**src/rtl/present_pkg.sv**
```systemverilog
// present_pkg: shared PRESENT-80 definitions for the encryption and
// decryption cores.
//   - ROUNDS, KEY_W : fixed cipher dimensions
//   - fsm_state_t   : controller state encoding
//   - key_dir_t     : key-schedule step direction
//   - sbox / inv_sbox, sbox_layer / inv_sbox_layer : 4-bit S-box and 64-bit layers
//   - p_layer / p_inv : bit permutation and its inverse
package present_pkg;

    localparam int ROUNDS = 31;
    localparam int KEY_W  = 80;

    typedef enum logic [2:0] {
        IDLE,
        KEYEXP,
        WHITEN,
        ROUND,
        DONE
    } fsm_state_t;

    typedef enum logic {
        KEY_FWD,
        KEY_INV
    } key_dir_t;

    function automatic logic [3:0] sbox(input logic [3:0] x);
        logic [3:0] y;
        case (x)
            4'h0: y = 4'hC;  4'h1: y = 4'h5;  4'h2: y = 4'h6;  4'h3: y = 4'hB;
            4'h4: y = 4'h9;  4'h5: y = 4'h0;  4'h6: y = 4'hA;  4'h7: y = 4'hD;
            4'h8: y = 4'h3;  4'h9: y = 4'hE;  4'hA: y = 4'hF;  4'hB: y = 4'h8;
            4'hC: y = 4'h4;  4'hD: y = 4'h7;  4'hE: y = 4'h1;  default: y = 4'h2;
        endcase
        return y;
    endfunction

    function automatic logic [3:0] inv_sbox(input logic [3:0] x);
        logic [3:0] y;
        case (x)
            4'h0: y = 4'h5;  4'h1: y = 4'hE;  4'h2: y = 4'hF;  4'h3: y = 4'h8;
            4'h4: y = 4'hC;  4'h5: y = 4'h1;  4'h6: y = 4'h2;  4'h7: y = 4'hD;
            4'h8: y = 4'hB;  4'h9: y = 4'h4;  4'hA: y = 4'h6;  4'hB: y = 4'h3;
            4'hC: y = 4'h0;  4'hD: y = 4'h7;  4'hE: y = 4'h9;  default: y = 4'hA;
        endcase
        return y;
    endfunction

    function automatic logic [63:0] sbox_layer(input logic [63:0] x);
        logic [63:0] y;
        for (int n = 0; n < 16; n++) begin
            y[4*n +: 4] = sbox(x[4*n +: 4]);
        end
        return y;
    endfunction

    function automatic logic [63:0] inv_sbox_layer(input logic [63:0] x);
        logic [63:0] y;
        for (int n = 0; n < 16; n++) begin
            y[4*n +: 4] = inv_sbox(x[4*n +: 4]);
        end
        return y;
    endfunction

    // Destination of bit j under the PRESENT permutation; bit 63 is fixed.
    function automatic int p_pos(input int j);
        return (j == 63) ? 63 : (j * 16) % 63;
    endfunction

    function automatic logic [63:0] p_layer(input logic [63:0] x);
        logic [63:0] y;
        for (int j = 0; j < 64; j++) begin
            y[p_pos(j)] = x[j];
        end
        return y;
    endfunction

    function automatic logic [63:0] p_inv(input logic [63:0] x);
        logic [63:0] y;
        for (int j = 0; j < 64; j++) begin
            y[j] = x[p_pos(j)];
        end
        return y;
    endfunction

endpackage

```
**src/rtl/present_key_step.sv**
```systemverilog
// present_key_step: one combinational step of the PRESENT-80 key schedule.
//   key      in  80  current round key register
//   rc       in  5   round counter value for this step
//   dir      in  1   KEY_FWD: K(i) -> K(i+1); KEY_INV: K(i+1) -> K(i)
//   next_key out 80  updated key
module present_key_step
    import present_pkg::*;
(
    input  logic [KEY_W-1:0] key,
    input  logic [4:0]       rc,
    input  key_dir_t         dir,
    output logic [KEY_W-1:0] next_key
);

    logic [KEY_W-1:0] fwd_rot;
    logic [KEY_W-1:0] inv_pre;

    always_comb begin
        // NOTE: every variable gets a default at the top of the block so no
        // path leaves it unassigned, which would infer a latch.
        fwd_rot  = {key[18:0], key[79:19]};   // rotate left by 61
        inv_pre  = key;
        next_key = key;

        if (dir == KEY_FWD) begin
            next_key          = fwd_rot;
            next_key[79:76]   = sbox(fwd_rot[79:76]);
            next_key[19:15]   = fwd_rot[19:15] ^ rc;
        end else begin
            // Undo the forward step in reverse order: counter XOR, S-box, rotation.
            inv_pre[19:15]    = key[19:15] ^ rc;
            inv_pre[79:76]    = inv_sbox(key[79:76]);
            next_key          = {inv_pre[60:0], inv_pre[79:61]};   // rotate right by 61
        end
    end

endmodule

```
**src/rtl/present_decrypt.sv**
```systemverilog
// present_decrypt: iterative PRESENT-80 block decryptor, one round per cycle.
// The key is first run forward to K32, then 31 inverse rounds recover the
// plaintext. Fixed 63-cycle latency from accept to out_valid.
//   sys_clk       in  1   clock, rising edge
//   sys_rst       in  1   synchronous active-high reset, aborts any operation
//   in_valid      in  1   ciphertext/key offered
//   in_ready      out 1   idle, will accept (registered)
//   in_ciphertext in  64  ciphertext
//   in_key        in  80  user key
//   out_valid     out 1   plaintext available
//   out_ready     in  1   consumer accepts plaintext
//   out_plaintext out 64  recovered plaintext, held until the next block
module present_decrypt
    import present_pkg::*;
(
    input  logic             sys_clk,
    input  logic             sys_rst,
    input  logic             in_valid,
    output logic             in_ready,
    input  logic [63:0]      in_ciphertext,
    input  logic [KEY_W-1:0] in_key,
    output logic             out_valid,
    input  logic             out_ready,
    output logic [63:0]      out_plaintext
);

    fsm_state_t       fsm;
    logic [63:0]      state;
    logic [KEY_W-1:0] key;
    logic [4:0]       rc;

    key_dir_t         key_dir;
    logic [KEY_W-1:0] key_next;
    logic [63:0]      round_state;

    assign key_dir = (fsm == ROUND) ? KEY_INV : KEY_FWD;

    present_key_step u_key_step (
        .key      (key),
        .rc       (rc),
        .dir      (key_dir),
        .next_key (key_next)
    );

    // The inverse round consumes the key produced in this same cycle.
    assign round_state = inv_sbox_layer(p_inv(state)) ^ key_next[79:16];

    always_ff @(posedge sys_clk) begin
        if (sys_rst) begin
            // NOTE: the datapath registers are cleared too, so an aborted
            // block leaves no stale key, counter or plaintext behind.
            fsm           <= IDLE;
            state         <= '0;
            key           <= '0;
            rc            <= '0;
            in_ready      <= 1'b0;
            out_valid     <= 1'b0;
            out_plaintext <= '0;
        end else begin
            // NOTE: non-blocking assignments throughout, so every branch
            // reads the register values from before this edge.
            case (fsm)
                IDLE: begin
                    if (in_valid && in_ready) begin
                        state    <= in_ciphertext;
                        key      <= in_key;
                        rc       <= 5'd1;
                        in_ready <= 1'b0;
                        fsm      <= KEYEXP;
                    end else begin
                        in_ready <= 1'b1;
                    end
                end

                KEYEXP: begin
                    key <= key_next;
                    if (rc == 5'(ROUNDS)) begin
                        fsm <= WHITEN;        // key now holds K32
                    end else begin
                        rc <= rc + 5'd1;
                    end
                end

                WHITEN: begin
                    state <= state ^ key[79:16];
                    rc    <= 5'(ROUNDS);
                    fsm   <= ROUND;
                end

                ROUND: begin
                    key   <= key_next;
                    state <= round_state;
                    if (rc == 5'd1) begin
                        out_plaintext <= round_state;
                        out_valid     <= 1'b1;
                        fsm           <= DONE;
                    end else begin
                        rc <= rc - 5'd1;
                    end
                end

                DONE: begin
                    if (out_ready) begin
                        out_valid <= 1'b0;
                        in_ready  <= 1'b1;
                        fsm       <= IDLE;
                    end
                end

                default: begin
                    fsm      <= IDLE;
                    in_ready <= 1'b0;
                end
            endcase
        end
    end

endmodule

```
**config.mk**
```make
export PLATFORM = sky130hd
export DESIGN_NAME = present_decrypt
export DESIGN_NICKNAME = d
export VERILOG_FILES = /design/src/rtl/present_pkg.sv /design/src/rtl/present_key_step.sv /design/src/rtl/present_decrypt.sv
export SDC_FILE = /design/constraint.sdc
export NUM_CORES = 1
export LEC_CHECK = 0
export ABC_AREA = 0
export CAP_MARGIN = 25
export CORE_MARGIN = 2
export CORE_UTILIZATION = 30
export DETAILED_ROUTE_END_ITERATION = 8
export GPL_TIMING_DRIVEN = 0
export HOLD_SLACK_MARGIN = 0.1
export PLACE_DENSITY = 0.51
export REMOVE_ABC_BUFFERS = 1
export SETUP_SLACK_MARGIN = 0.15
export SYNTH_ARGS = -nofsm -noshare
export SYNTH_HDL_FRONTEND = slang
export SYNTH_SLANG_ARGS = --single-unit
```
**constraint.sdc**
```tcl
create_clock -name sys_clk -period 4.2 [get_ports sys_clk]
set_clock_uncertainty 0.2 [all_clocks]
set_input_delay 0.84 -clock sys_clk [delete_from_list [all_inputs] [get_ports sys_clk]]
set_output_delay 0.84 -clock sys_clk [all_outputs]
set_load 0.05 [all_outputs]
```
==> results of run 1 <==
-- worst max-delay path by stage --
stage                endpoint  slack [ns]  cells after the start
CTS                 flip-flop        0.07                     10
global placement    flip-flop      -12.01                      7
floorplan           flip-flop       -3.83                      7
global route        flip-flop        0.08                      9
detailed placement  flip-flop       -1.27                     12
finish              flip-flop        0.24                     10
-- routing by layer --
metal / GRT usage [%] / vias up / part of all wire (%)
li1: - / 7884 / -
met1: 29.6 / 8129 / 45
met2: 36.9 / 539 / 47
met3: 3.33 / 100 / 5.8
met4: 6.11 / 0 / 2.7
met5: 0 / - / 0
-- kinds of logic (layout without fill, tap and decap cells) --
kind of cell    after synthesis  count (layout)  synth area share [%]
compound gates              597             598                  22.9
simple gates                582             584                  13.8
flops                       290             290                  31.8
buf+inv                     258             417                  6.29
xor+xnor                    174             174                  8.34
mux                         163             163                  9.28
fa+ha+maj                   111             111                  7.60
-- metrics by stage --
| step | utilization, % | total power [mW] | instance area (um^2) | hold slack (ns) |
|---|---|---|---|---|
| CTS | 37.5 | 8.56 | 22600 | 0.251 |
| detailed placement | 35.2 | 5.21 | 21200 | 0.245 |
| global route | 37.7 | 8.89 | 22700 | 0.271 |
| global placement | 34.2 | 5.19 | 20600 | 0.243 |
| floorplan | - | 4.43 | 17500 | 0.243 |
| finish | 37.7 | 8.48 | 22700 | 0.245 |
-- cells in the mapped netlist (12+ instances only) --
library cell	instances	share of area [%]
nor2b_1	14	0.48
o22ai_1	14	0.48
o211a_1	12	0.66
buf_2	45	1.2
mux2i_1	131	7.2
xnor2_1	103	4.9
dfxtp_1	290	32
nor2_1	244	5.0
mux2_2	29	1.8
a22oi_1	13	0.53
xor2_1	71	3.4
nand2_1	220	4.5
a21oi_1	202	5.5
buf_4	15	0.62
buf_1	20	0.41
a211oi_1	85	3.5
inv_1	91	1.9
o211ai_1	67	2.8
o21ai_0	44	1.2
a22o_1	12	0.58
ha_1	111	7.6
nand3_1	15	0.41
clkbuf_1	68	1.4
-- cell usage in the layout, fill, tap and decap left out, drive strengths merged, types with 7 or more instances in the layout --
cell	instances
a311oi	10
a211o	11
o211ai	70
and2	10
a31oi	7
a21o	8
a22oi	15
clkdlybuf4s50	211
nor2	244
a2bb2oi	9
xor2	71
ha	111
inv	101
dfxtp	290
nand3b	10
nor3b	12
o211a	12
a22o	12
nand3	15
nand2	220
o21ai	54
a21oi	208
o21a	9
clkbuf	60
mux2	30
buf	36
o22ai	14
nand2b	10
a211oi	93
xnor2	103
nor3	10
or3	11
nor2b	15
mux2i	132
or2	10
-- what timing repair did --
| action | CTS | global route |
|---|---|---|
| hold buffers | 0 | 0 |
| gates cloned | 3 | 0 |
| resized for setup | 20 | 5 |
| setup buffers | 6 | 6 |
| endpoints found under the setup margin | 57 | 22 |
| pin swaps | 3 | 2 |
-- worst max-delay path, delay by kind of cell --
family	cells	cell delay [ns]
muxes	1	0.36
adders and majority gates	1	0.44
AOI/OAI and AO/OA	4	1.17
and+or+nand+nor	1	0.47
buffers and inverters	3	0.88
-- power groups by stage --
stage / combinational [mW] / clock, mW / sequential, mW
2_1_floorplan: 1.18 / 0 / 3.25
3_3_place_gp: 1.78 / 0 / 3.40
3_5_place_dp: 1.82 / 0 / 3.39
4_1_cts: 1.85 / 3.38 / 3.34
5_1_grt: 2.03 / 3.50 / 3.36
6_report: 1.86 / 3.29 / 3.33
-- final cells by class --
cell class	count	area (um^2)	area share (%)
well taps	782	978	4.31
repair buffers	249	2820	12.4
clock buffers	59	1160	5.12
inverters	101	383	1.69
multi-input cells	1630	11500	50.6
clock inverters	8	73.8	0.325
flip-flops and latches	290	5810	25.6
==> results.yml, run 1 <==
floorplanning:
  die_w_um: 251
  core_um2: 60200
  start_util_pct: 30.3
  io_pins: 214
  num_rows: 90
  die-area_um2: 62900
  die_h_um: 251
pwr:
  seqPwrFrac_pct: 39.3
  ir_drop_uv: 238
  power.internal_mw: 5.79
  leakagePower_nw: 8.81
  clkPwrFrac_pct: 38.7
  p_switching_mw: 2.69
  combPwrFrac_pct: 21.9
  swShare_pct: 31.7
  powerDensity_nw_per_um2: 373
synthesis:
  syn_avg_cell_area_um2: 8.40
  synth_edf_count: 0
  netlist_instances: 2175
  yosys_register_bits: 290
  ys.warnings.count: 0
  ys_types: 88
  synth-async-reset-ratio_pct: 0
  synthFlopType: "dfxtp_1"
  ys_seq_area_share_pct: 31.8
  netlist_area_um2: 18300
global_routing:
  antenna_found_initial: 1
  grt_max_degree: 131
  grt_pass1_wl_mm: 105
  track_usage_pct: 22.1
  gr-total-overflow: 0
  grt_pass1_vias: 16300
cts:
  h-tree-depth: 2
  clk_pin_slew_ns: 0.06
  cts_buffer_depth: 3
  cts-root-buf: "clkbuf_16"
  clock-sinks: 290
  clk_latency_ns: 0.56
  cts_tree: "built"
  cts_buffers: 39
final_layout:
  fin_nets: 2570
  final_cells: 3119
  antennaDiodeCount: 0
  area_delta_synth_final_pct: 24.4
  layout-drive-gt1-share_pct: 8.94
  fill_cells: 6083
route:
  drc: 0
  drt_iter0_markers: 1265
  antenna_left: 0
  drtPass1Iterations: 5
  drt-total-wl_mm: 71.6
  routedWlPerCell_um: 23.0
  viasPerCell: 5.34
  vias: 16700
timing:
  setup_viol: 0
  slew-limit-headroom_pct: 32.6
  worst_pin_slew_ns: 1.01
  fin_crit_sh_pct: 94.3
  rsz0062_at_grt: "true"
  fmax_mhz: 253
  hold_viol: 0
  fin_ws_ns: 0.240
  period_minus_slack_ns: 3.96
  setup_tns_ns: 0
  drv_slew: 0
status:
  status: "complete, no violations"
setup_path:
  path_cells: "clkdlybuf4s15_1, and3b_1, o21a_4, buf_12, o211ai_1, a21oi_1, inv_1, ha_1, mux2_2, o221ai_1"
  worstPathRequired_ns: 4.46
  rr_startpoint: "fsm[1]"
  worstSetupStartpointType: "input port"
  r2r_slack_ns: 0.26
  crit_arrival_ns: 4.22
  startpoint: "in_valid"
  slowest_delay_ns: 0.47
  critPathKind: "in2reg"
  r2r_cells: 10
  end_kind: "flip-flop"
  worstPathMaxFanout: 33
  slowest_stage: "and3b_1"
placed_design:
  post-place-ws_ns: -1.27
  globalplace.congestion: 0.849
  dp_cells: 3036
  hpwlAfterDp_mm: 50.1
  port_buffers: 213
worst_hold_path:
  hold_path_end: "out_plaintext[29]"
  min_path_cells: 2
  hp-start: "out_plaintext[29]"
  worstHoldPathType: "reg2reg"
flow_run:
  maxCapViolCount: 0
Power figures use the tool's default switching activity.
==> run 2, diff against run 1 <==
--- a/config.mk
+++ b/config.mk
@@ -7,7 +7,6 @@
 export LEC_CHECK = 0
 export ABC_AREA = 0
 export CAP_MARGIN = 25
-export CORE_MARGIN = 2
 export CORE_UTILIZATION = 30
 export DETAILED_ROUTE_END_ITERATION = 8
 export GPL_TIMING_DRIVEN = 0
@@ -15,6 +14,7 @@
 export PLACE_DENSITY = 0.51
 export REMOVE_ABC_BUFFERS = 1
 export SETUP_SLACK_MARGIN = 0.15
+export SLEW_MARGIN = 20
 export SYNTH_ARGS = -nofsm -noshare
 export SYNTH_HDL_FRONTEND = slang
 export SYNTH_SLANG_ARGS = --single-unit
==> results.yml, run 2 (synthesis results as in run 1) <==
flow_run:
  maxCapViolCount: 0
placed_design:
  hpwlAfterDp_mm: 51.1
  port_buffers: 213
  globalplace.congestion: 0.868
  dpl_cell_area_um2: 21500
pwr:
  power.internal_mw: 5.91
  seqPwrFrac_pct: 38.6
  clkPwrFrac_pct: 39.3
  swShare_pct: 31.4
  p_switching_mw: 2.71
  powerDensity_nw_per_um2: 377
  leakagePower_nw: 8.91
  power_mw: 8.62
  ir_drop_uv: 196
  combPwrFrac_pct: 22.0
setup_path:
  critPathKind: "reg2reg"
  worstPathMaxFanout: 41
  crit_arrival_ns: 4.15
  r2r_cells: 11
  cpMostUsedCell: "buf_12"
  end_kind: "flip-flop"
  slowest_stage: "dfxtp_4"
  worstSetupStartpointType: "flip-flop"
  slowest_delay_ns: 0.51
  rr_startpoint: "fsm[0]"
  worstPathRequired_ns: 4.41
  path_cells: "buf_12, and3b_4, buf_12, a22oi_1, a21o_1, a21oi_4, inv_1, ha_1, or2_2, a221oi_1, a21oi_1"
  r2r_slack_ns: 0.26
cts:
  h-tree-depth: 2
  cts-root-buf: "clkbuf_16"
  cts_buffer_depth: 3
  clock-sinks: 290
  clk_pin_slew_ns: 0.06
  cts_tree: "built"
  clk_latency_ns: 0.57
  cts_buffers: 38
  cts_hold_buf: 0
floorplanning:
  num_rows: 90
  die_h_um: 249
  start_util_pct: 30.3
  io_pins: 214
  die_w_um: 249
  core_um2: 60200
  die-area_um2: 61900
route:
  routedWlPerCell_um: 22.4
  drt_iter0_markers: 1097
  m1WireLength_mm: 32.0
  vias: 16400
  viasPerCell: 5.27
  drc: 0
  antenna_left: 0
  highest_layer: "met4"
  drt-total-wl_mm: 70.0
  drtPass1Iterations: 5
  wl_met3_mm: 3.43
  routed-wl-met2_mm: 32.4
timing:
  setup_tns_ns: 0
  hold_viol: 0
  worst_pin_slew_ns: 1.01
  rsz0062_at_grt: "true"
  drv_slew: 0
  fin_crit_sh_pct: 93.8
  period_minus_slack_ns: 3.94
  fmax_mhz: 254
  slew-limit-headroom_pct: 32.4
  setup_viol: 0
worst_hold_path:
  hp-start: "out_plaintext[15]"
  worstHoldPathType: "reg2reg"
  min_path_cells: 2
  hold_path_end: "out_plaintext[15]"
global_routing:
  antenna_found_initial: 0
  gr-total-overflow: 0
  grt_max_degree: 105
  grt_pass1_wl_mm: 104
  grt_pass1_vias: 16100
  track_usage_pct: 22.2
final_layout:
  final_common_cell: "dfxtp_1"
  area_delta_synth_final_pct: 25.4
  fin_nets: 2570
  layout_common_cells: "287 x dfxtp_1, 244 x nor2_1, 219 x nand2_1, 211 x clkdlybuf4s50_1, 193 x a21oi_1"
  finish.instance_area_um2: 22900
  final_util_pct: 38.0
  layout-drive-gt1-share_pct: 9.16
  fill_cells: 6031
status:
  status: "complete, no violations"
-- run 2: metrics by stage --
| stage | instances | hold WS (ns) | worst slack (ns) |
|---|---|---|---|
| floorplan | 2018 | 0.243 | -3.83 |
| global placement | 3013 | 0.241 | -11.76 |
| detailed placement | 3045 | 0.245 | -0.987 |
| CTS | 3117 | 0.251 | 0.121 |
| global route | 3119 | 0.267 | 0.0438 |
| finish | 3120 | 0.248 | 0.261 |
-- run 2: what timing repair did --
item | in CTS | in global routing
cloned | 0 | 0
setup endpoints to repair | 44 | 19
pin swaps | 2 | 2
buffers inserted | 6 | 2
gates resized for setup | 15 | 6
hold endpoints to repair | 0 | 0
-- run 2: metal layers --
layer  up-vias  GRT usage, %
met5         -             0
met4         0          7.06
met3       108          3.08
met2       443          36.5
met1      8008          29.8
li1       7888             -
-- run 2: layout make-up --
type / count / area, um^2 / area share, %
inverter: 101 / 380 / 1.66
clock buffer: 54 / 1090 / 4.77
clock inverter: 12 / 170 / 0.743
sequential: 290 / 5820 / 25.4
timing repair buffer: 253 / 2970 / 13.0
multi-input combinational: 1627 / 11500 / 50.2
tap: 782 / 978 / 4.27
antenna: 1 / 2.50 / 0.0109
-- run 2: how the worst max path moves through the flow --
stage / from / end
floorplan: fsm[0] / flip-flop
global placement: sys_rst / flip-flop
detailed placement: in_valid / flip-flop
CTS: in_valid / flip-flop
global route: fsm[2] / flip-flop
finish: fsm[0] / flip-flop
-- run 2: critical path: cells and delay by family, from the launching register on --
kind            cells  cell delay, ns
fa+ha+maj           1            0.24
buf+inv             3            0.75
compound gates      5            1.25
flops               1            0.51
simple gates        2            0.80
-- run 2: power groups by stage --
stage	logic [mW]	registers, mW	clock network, mW
after floorplan	1.18	3.25	0
after global placement	1.79	3.40	0
after detailed placement	1.87	3.39	0
after CTS	1.90	3.33	3.47
after global routing	2.07	3.35	3.57
final	1.90	3.33	3.39
==> run 3, diff against run 2 <==
--- a/config.mk
+++ b/config.mk
@@ -6,7 +6,9 @@
 export NUM_CORES = 1
 export LEC_CHECK = 0
 export ABC_AREA = 0
-export CAP_MARGIN = 25
+export ABC_CLOCK_PERIOD_IN_PS = 4200
+export CAP_MARGIN = 20
+export CORE_MARGIN = 5
 export CORE_UTILIZATION = 30
 export DETAILED_ROUTE_END_ITERATION = 8
 export GPL_TIMING_DRIVEN = 0
==> results.yml, run 3 (synthesis results as in run 1) <==
status:
  status: "complete, no violations"
final_layout:
  final_cells: 3114
  area_delta_synth_final_pct: 24.6
  layout-drive-gt1-share_pct: 9.05
  multiInputGateArea_um2: 11500
  antennaDiodeCount: 0
  regArea_um2: 5820
  final_common_cell: "dfxtp_1"
  fill_cells: 6168
  finish.instance_area_um2: 22800
  fin_nets: 2570
  layout_common_cells: "287 x dfxtp_1, 244 x nor2_1, 219 x nand2_1, 211 x clkdlybuf4s50_1, 191 x a21oi_1"
route:
  viasPerCell: 5.30
  vias: 16500
  routedWlPerCell_um: 22.6
  drtPass1Iterations: 5
  antenna_left: 0
  drc: 0
  drt_iter0_markers: 1035
  drt-total-wl_mm: 70.4
timing:
  setup_viol: 0
  period_minus_slack_ns: 3.96
  fmax_mhz: 253
  slew-limit-headroom_pct: 35.9
  fin_crit_sh_pct: 94.3
  fin_hold_ws_ns: 0.250
  drv_slew: 0
  worst_pin_slew_ns: 0.948
  rsz0062_at_grt: "true"
  hold_viol: 0
  setup_tns_ns: 0
placed_design:
  globalplace.congestion: 0.852
  dp_cells: 3042
  port_buffers: 213
  dpl_cell_area_um2: 21400
  hpwlAfterDp_mm: 50.9
setup_path:
  slowest_stage: "dfxtp_4"
  end_kind: "flip-flop"
  rr_startpoint: "fsm[1]"
  critPathKind: "reg2reg"
  cp_num_buf_inv: 5
  r2r_slack_ns: 0.24
  path_cells: "buf_12, inv_2, a21oi_4, buf_12, buf_16, nor2_1, a211oi_4, inv_1, ha_1, mux2_2, o211ai_1"
  cp_top_family: "buffers and inverters"
  worstSetupStartpointType: "flip-flop"
  cpMostUsedCell: "buf_12"
  worstPathMaxFanout: 30
  r2r_cells: 11
  slowest_delay_ns: 0.55
  crit_arrival_ns: 4.22
  worstPathRequired_ns: 4.46
floorplanning:
  core_um2: 60400
  die_h_um: 257
  die_w_um: 257
  start_util_pct: 30.3
  die-area_um2: 65900
  num_rows: 90
  io_pins: 214
cts:
  h-tree-depth: 2
  cts_buffers: 37
  cts-root-buf: "clkbuf_16"
  cts_tree: "built"
  clk_pin_slew_ns: 0.06
  clk_latency_ns: 0.56
  clock-sinks: 290
  cts_buffer_depth: 3
global_routing:
  gr-total-overflow: 0
  grt_pass1_wl_mm: 104
  grt_max_degree: 96
  track_usage_pct: 20.3
  grt_pass1_vias: 16100
  antenna_found_initial: 1
worst_hold_path:
  min_path_cells: 2
  worstHoldPathType: "reg2reg"
  hp-start: "out_plaintext[53]"
  hold_path_end: "out_plaintext[53]"
flow_run:
  maxCapViolCount: 0
pwr:
  ir_drop_uv: 228
  powerDensity_nw_per_um2: 367
  leakagePower_nw: 8.85
  power_mw: 8.35
-- run 3: tightest hold or removal path: cells and delay by family, from the launching register on --
kind | cells | cell delay (ns)
AOI/OAI and AO/OA | 1 | 0.05
DFF | 1 | 0.31
and+or+nand+nor | 1 | 0.05
-- run 3: what timing repair did --
item                       4_1_cts  5_1_grt
pin swaps                        3        1
setup endpoints to repair       52       29
resized for setup               16        4
hold buffers                     0        0
setup buffers                    7        5
-- run 3: layout make-up --
| class | count | area share, % |
|---|---|---|
| clock buffer | 55 | 4.81 |
| timing repair buffer | 254 | 13.0 |
| clock inverter | 5 | 0.236 |
| tap | 782 | 4.30 |
| sequential | 290 | 25.6 |
| multi-input combinational | 1627 | 50.4 |
| inverter | 101 | 1.67 |
-- run 3: worst max-delay path by stage --
stage | start | slack (ns) | cells past startpoint | endpoint
after global placement | sys_rst | -11.83 | 7 | flip-flop
after floorplan | fsm[0] | -3.83 | 7 | flip-flop
after global routing | fsm[1] | 0.12 | 11 | flip-flop
final | fsm[1] | 0.24 | 11 | flip-flop
after CTS | in_valid | 0.08 | 12 | flip-flop
after detailed placement | in_valid | -0.97 | 12 | flip-flop
-- run 3: metal layers --
| metal | up-vias | share of wire, % | global-route usage (%) |
|---|---|---|---|
| met5 | - | 0 | 0 |
| met3 | 108 | 5.1 | 3.23 |
| li1 | 7891 | - | - |
| met2 | 500 | 47 | 33.6 |
| met4 | 0 | 3.6 | 6.99 |
| met1 | 7991 | 45 | 27.0 |
-- run 3: per-stage QoR --
stage / util (%) / setup slack (ns)
floorplan: - / -3.83
global placement: 34.1 / -11.83
detailed placement: 35.5 / -0.969
CTS: 37.6 / 0.0843
global route: 37.7 / 0.115
finish: 37.7 / 0.240
-- run 3: power breakdown --
group | switching (mW) | leakage (nW) | total [mW] | internal [mW]
Combinational | 1.05 | 5.91 | 1.90 | 0.859
Sequential | 0.323 | 2.38 | 3.32 | 3.00
Clock | 1.28 | 0.567 | 3.13 | 1.85
